--- src/rtl/adc_scan_sequencer.sv ---
// Multi-channel ADC scan sequencer: masked one-shot/continuous scans with a valid/ready output stage.
// Optional 4x averaging per channel when ADC_SEQ_AVG_EN is defined.
module adc_scan_sequencer #(
    parameter int DATA_W      = 16,
    parameter int NUM_CH      = 4,
    parameter int CONV_CYCLES = 2,
    parameter int CH_W        = $clog2(NUM_CH)
) (
    input  logic              clk,
    input  logic              rst,
    input  logic              start,
    input  logic              cont_mode,
    input  logic [NUM_CH-1:0] ch_mask,
    input  logic [DATA_W-1:0] adc_in,
    output logic [CH_W-1:0]   adc_ch_sel,
    output logic              adc_sample,
    output logic [DATA_W-1:0] out_data,
    output logic [CH_W-1:0]   out_ch,
    output logic              out_valid,
    input  logic              out_ready,
    output logic              busy,
    output logic              scan_done,
    output logic              overrun
);

    localparam int CNT_W = (CONV_CYCLES > 1) ? $clog2(CONV_CYCLES) : 1;

    typedef enum logic [1:0] {
        S_IDLE,
        S_SELECT,
        S_WAIT,
        S_CAPTURE
    } state_t;

    state_t            state;
    logic [NUM_CH-1:0] scan_mask;
    logic [CH_W-1:0]   cur_ch;
    logic [CNT_W-1:0]  wait_cnt;

    logic [CH_W-1:0]   launch_ch;
    logic              launch_found;
    logic [CH_W-1:0]   next_ch;
    logic              next_found;
    logic              last_rep;
    logic [DATA_W-1:0] cap_data;

`ifdef ADC_SEQ_AVG_EN
    logic [DATA_W+1:0] accum;
    logic [DATA_W+1:0] accum_sum;
    logic [1:0]        rep;
`endif

    // Lowest set bit of the live mask (launch) and next higher bit of the latched mask.
    always_comb begin
        launch_ch    = '0;
        launch_found = 1'b0;
        next_ch      = '0;
        next_found   = 1'b0;
        for (int unsigned i = 0; i < NUM_CH; i++) begin
            if (ch_mask[CH_W'(i)] && !launch_found) begin
                launch_ch    = CH_W'(i);
                launch_found = 1'b1;
            end
            if (scan_mask[CH_W'(i)] && (CH_W'(i) > cur_ch) && !next_found) begin
                next_ch    = CH_W'(i);
                next_found = 1'b1;
            end
        end
    end

`ifdef ADC_SEQ_AVG_EN
    always_comb begin
        accum_sum = accum + {2'b00, adc_in};
        last_rep  = (rep == 2'd3);
        cap_data  = accum_sum[DATA_W+1:2];
    end
`else
    always_comb begin
        last_rep = 1'b1;
        cap_data = adc_in;
    end
`endif

    always_ff @(posedge clk or posedge rst) begin
        if (rst) begin
            state      <= S_IDLE;
            scan_mask  <= '0;
            cur_ch     <= '0;
            wait_cnt   <= '0;
            adc_ch_sel <= '0;
            adc_sample <= 1'b0;
            out_data   <= '0;
            out_ch     <= '0;
            out_valid  <= 1'b0;
            busy       <= 1'b0;
            scan_done  <= 1'b0;
            overrun    <= 1'b0;
`ifdef ADC_SEQ_AVG_EN
            accum      <= '0;
            rep        <= '0;
`endif
        end else begin
            adc_sample <= 1'b0;
            scan_done  <= 1'b0;
            if (out_valid && out_ready)
                out_valid <= 1'b0;

            case (state)
                S_IDLE: begin
                    // Gating on scan_done makes a start in the scan_done cycle a no-op.
                    if ((start || cont_mode) && (ch_mask != '0) && !scan_done) begin
                        scan_mask  <= ch_mask;
                        cur_ch     <= launch_ch;
                        adc_ch_sel <= launch_ch;
                        adc_sample <= 1'b1;
                        overrun    <= 1'b0;
                        busy       <= 1'b1;
                        state      <= S_SELECT;
`ifdef ADC_SEQ_AVG_EN
                        accum      <= '0;
                        rep        <= '0;
`endif
                    end
                end

                S_SELECT: begin
                    wait_cnt <= CNT_W'(CONV_CYCLES - 1);
                    state    <= S_WAIT;
                end

                S_WAIT: begin
                    if (wait_cnt == '0)
                        state <= S_CAPTURE;
                    else
                        wait_cnt <= wait_cnt - 1'b1;
                end

                S_CAPTURE: begin
`ifdef ADC_SEQ_AVG_EN
                    accum <= last_rep ? '0 : accum_sum;
                    rep   <= rep + 1'b1;
`endif
                    if (last_rep) begin
                        if (!out_valid || out_ready) begin
                            out_data  <= cap_data;
                            out_ch    <= cur_ch;
                            out_valid <= 1'b1;
                        end else begin
                            overrun <= 1'b1;
                        end
                    end

                    if (!last_rep) begin
                        adc_sample <= 1'b1;
                        state      <= S_SELECT;
                    end else if (next_found) begin
                        cur_ch     <= next_ch;
                        adc_ch_sel <= next_ch;
                        adc_sample <= 1'b1;
                        state      <= S_SELECT;
                    end else begin
                        scan_done <= 1'b1;
                        if (cont_mode && (ch_mask != '0)) begin
                            scan_mask  <= ch_mask;
                            cur_ch     <= launch_ch;
                            adc_ch_sel <= launch_ch;
                            adc_sample <= 1'b1;
                            state      <= S_SELECT;
                        end else begin
                            busy  <= 1'b0;
                            state <= S_IDLE;
                        end
                    end
                end

                default: begin
                    busy  <= 1'b0;
                    state <= S_IDLE;
                end
            endcase
        end
    end

endmodule

--- config.mk ---
export PLATFORM = sky130hd
export DESIGN_NAME = adc_scan_sequencer
export DESIGN_NICKNAME = d
export VERILOG_FILES = /design/src/rtl/adc_scan_sequencer.sv
export SDC_FILE = /design/constraint.sdc
export NUM_CORES = 1
export LEC_CHECK = 0
export ABC_AREA = 0
export BUFFER_PORTS_ARGS = -buffer_cell sky130_fd_sc_hd__buf_2
export CORE_MARGIN = 2
export CORE_UTILIZATION = 52
export CTS_BUF_LIST = sky130_fd_sc_hd__clkbuf_8 sky130_fd_sc_hd__clkbuf_16
export DETAILED_ROUTE_END_ITERATION = 10
export GPL_TIMING_DRIVEN = 0
export HOLD_SLACK_MARGIN = 0.08
export PLACE_DENSITY = 0.79
export SLEW_MARGIN = 10
export SYNTH_ARGS = -nofsm -noshare
export SYNTH_HDL_FRONTEND = slang
export SYNTH_SLANG_ARGS = --single-unit
--- constraint.sdc ---
create_clock -name clk -period 3.7 [get_ports clk]
set_input_delay 0.37 -clock clk [delete_from_list [all_inputs] [get_ports clk]]
set_output_delay 0.37 -clock clk [all_outputs]
set_load 0.005 [all_outputs]
==> results by group <==
Synthesis
  – Ys Warns: 0
  – Post-Syn Area: 0.001385 mm^2
  – Cells after Synth: 115
  – Top cells by area, synth: dfrtp_1 56%, mux2_2 15%, a21oi_1 3.6%, ha_1 3.6%, mux2_1 2.4%
  – Syn_nets: 144
  – Cell taking the most area after synthesis: dfrtp_1
  – Seq/Total Area, Yosys: 0.5601
  – Mean Syn Cell Area: 12.04 um^2
  – Post-synth cell types: 25
  – Yosys reg bits: 31
  – Yosys top cell area share: 0.5601

Floorplanning
  – Cell row count: 18
  – Die ar.: 0.003092 mm^2
  – Initial core utilization: 0.5541
  – Die Y-Extent: 55.61 um
  – Die Wd: 55.61 um
  – Core Region: 0.002500 mm^2
  – I/O Pins: 50

Drt
  – Pre-antenna DRT Iters: 4
  – DRT iter0 DRCs: 33
  – Antenna Nets Post-Route: 0
  – Drc violations: 0
  – Via/cell ratio: 5.337
  – DRT Wirelength: 2.674 mm
  – DR WL/cell: 13.24 um
  – Vias: 1078

Worst setup path
  – CP arrival: 2.05 ns
  – WP depth: 5
  – Critical path's slowest cell: dfrtp_1
  – CP top delay family: buffers and inverters
  – Worst R2R Path Depth: 5
  – Crit. Startpoint: state[0]
  – Crit Path Max Fanout: 10
  – CP endpoint kind: flop
  – FF-to-FF Start: state[0]
  – FF-to-FF setup slack: 1.81 ns
  – Max incr delay on CP: 0.39 ns
  – Worst-path cell chain: ha_1 > buf_2 > nand2_1 > buf_2 > mux2_2
  – Worst path bufs/invs: 2
  – Crit path launch type: flop
  – Crit Reg-Reg Endpoint: out_data[12]
  – CP Data Required Time: 3.86 ns
  – End of the critical path: out_data[12]
  – Most common cell on crit path: buf_2
  – Critical path type: flop to flop

Timing
  – Final setup margin: 1.810 ns
  – Worst Skew: 0.008010 ns
  – RSZ-0062 raised after global routing: false
  – Setup TNS: 0 ns
  – Slew Limit Fails: 0
  – Achievable frequency: 529.2 MHz
  – Slew @ Worst Pin: 1.054 ns
  – Crit share post-route: 0.5107
  – Final hold viol count: 0
  – Relative slew slack: 0.2929
  – Final Setup Violations: 0
  – Min Clock Period, post-route: 1.890 ns

Power and ir drop
  – Pleak: 0.8834 nW
  – Pwr/cell area: 918.8 mW/mm^2
  – VDD IR max: 0.5987 mV

Cells and area
  – Final Util: 0.7142
  – P&R area growth vs syn: 28.91%
  – Layout fillers: 180
  – Design area: 0.001785 mm^2
  – Reg area: 775.7 um^2
  – Commonest non-fill, non-tap cell in the layout: buf_2
  – Layout cells sized above 1: 0.4651
  – Multi-input gate area: 573.1 um^2
  – Antenna cells: 0
  – Most frequent cells in the layout: 51 x buf_2, 31 x dfrtp_1, 18 x mux2_2
  – Final net count: 200

Clock network
  – Clock latency at the later pin of the worst-skew pair: 0.28 ns
  – Worst-case clock buffer depth: 2
  – Post-cts resize count: 0
  – CTS tree: built
  – Post CTS Setup Buffer Count: 0
  – CTS buffer count: 5
  – CTS sink cnt: 31
  – Clk root buf: clkbuf_8
  – H-tree Lvls: 2
  – Cts hold-fix bufs: 0
  – Clock transition at path regs: 0.07 ns

Global route
  – First-pass GRT wire length: 4.726 mm
  – Vias in the first global route: 1093
  – Total gr overflow: 0
  – Total GRT Usage: 0.1971
  – Largest net degree at the start of global routing: 32
  – Initial antenna violation count: 0

Placement
  – Routability congestion estimate from global placement: 0.7437
  – IO buf count: 49
  – Post-DP Area: 0.001668 mm^2
  – Post-DP HPWL: 2.041 mm
  – Worst slack at placement: 1.810 ns

Flow run
  – Max cap viols: 0

Hold path
  – Worst min path class: primary input to asynchronous set/reset pin

Outcome
  – Status: finished clean
through the flow:
step           std cells  power [mW]  hold slack, ns
4_1_cts              202       1.665          0.3144
2_1_floorplan        115       1.068          0.4735
5_1_grt              202       1.782          0.2847
3_5_place_dp         194       1.314          0.4905
3_3_place_gp         194       1.276          0.4809
6_report             202       1.641          0.2148
synthesized netlist by cell type:
cell type and instances:
dfrtp_1 31, nor3_1 3, nand2_1 7, o21bai_1 2, o32a_1 1, mux2_2 18, o21a_1 1, buf_2 2
a21o_2 1, o21ai_0 6, nor2_1 6, or4_1 1, nand2b_1 2, a31oi_1 1, nor4_1 1, inv_1 7
nand3b_1 2, nand3_1 2, ha_1 4, a21oi_1 10, mux2i_1 1, and3_2 1, a311oi_2 1, a2111o_1 1
mux2_1 3
power breakdown:
part	switching [mW]	internal, mW
Sequential	0.102	0.512
Clock	0.119	0.218
Combinational	0.329	0.362
Total	0.549	1.09
cells by family (layout without fill, tap and decap cells):
group | Yosys count | count (layout) | synth area share
muxes | 22 | 22 | 0.1780
and+or+nand+nor | 25 | 25 | 0.08853
adders and majority gates | 4 | 4 | 0.03614
buffers and inverters | 9 | 66 | 0.02620
AOI/OAI and AO/OA | 24 | 24 | 0.1111
DFF | 31 | 31 | 0.5601
metal layers:
layer	up-vias	share of wire	track usage
li1	519	-	-
met1	519	0.40	0.2222
met2	35	0.53	0.3503
met3	5	0.056	0.05116
met4	0	0.013	0.08362
met5	-	0	0
worst reg2reg max path, cell delays in order, from the launching register on:
cell and delay [ns]:
dfrtp_1 0.39, ha_1 0.21, buf_2 0.18, nand2_1 0.30, buf_2 0.32, mux2_2 0.37
state kept, by name (all words and copies together), names as in the netlist, 2 cells and up:
register / count
out_data: 16
scan_mask: 3
cur_ch: 2
out_ch: 2
state: 2
area by class of cell:
type | count | area share
Buffer | 2 | 0.005606
Clock buffer | 6 | 0.04625
Clock inverter | 2 | 0.01962
Inverter | 7 | 0.01472
Multi-Input combinational cell | 75 | 0.3210
Sequential cell | 31 | 0.4345
Tap cell | 30 | 0.02102
Timing Repair Buffer | 49 | 0.1374
how the worst min path moves through the flow:
| stage | startpoint | endpoint |
|---|---|---|
| after global placement | out_data[8] | out_data[8] |
| after CTS | adc_in[15] | out_data[15] |
| after floorplan | rst | adc_sample |
| final | rst | out_data[11] |
| after global routing | rst | out_data[15] |
| after detailed placement | out_data[5] | out_data[5] |
No activity file was read; power rests on OpenSTA's default activity.
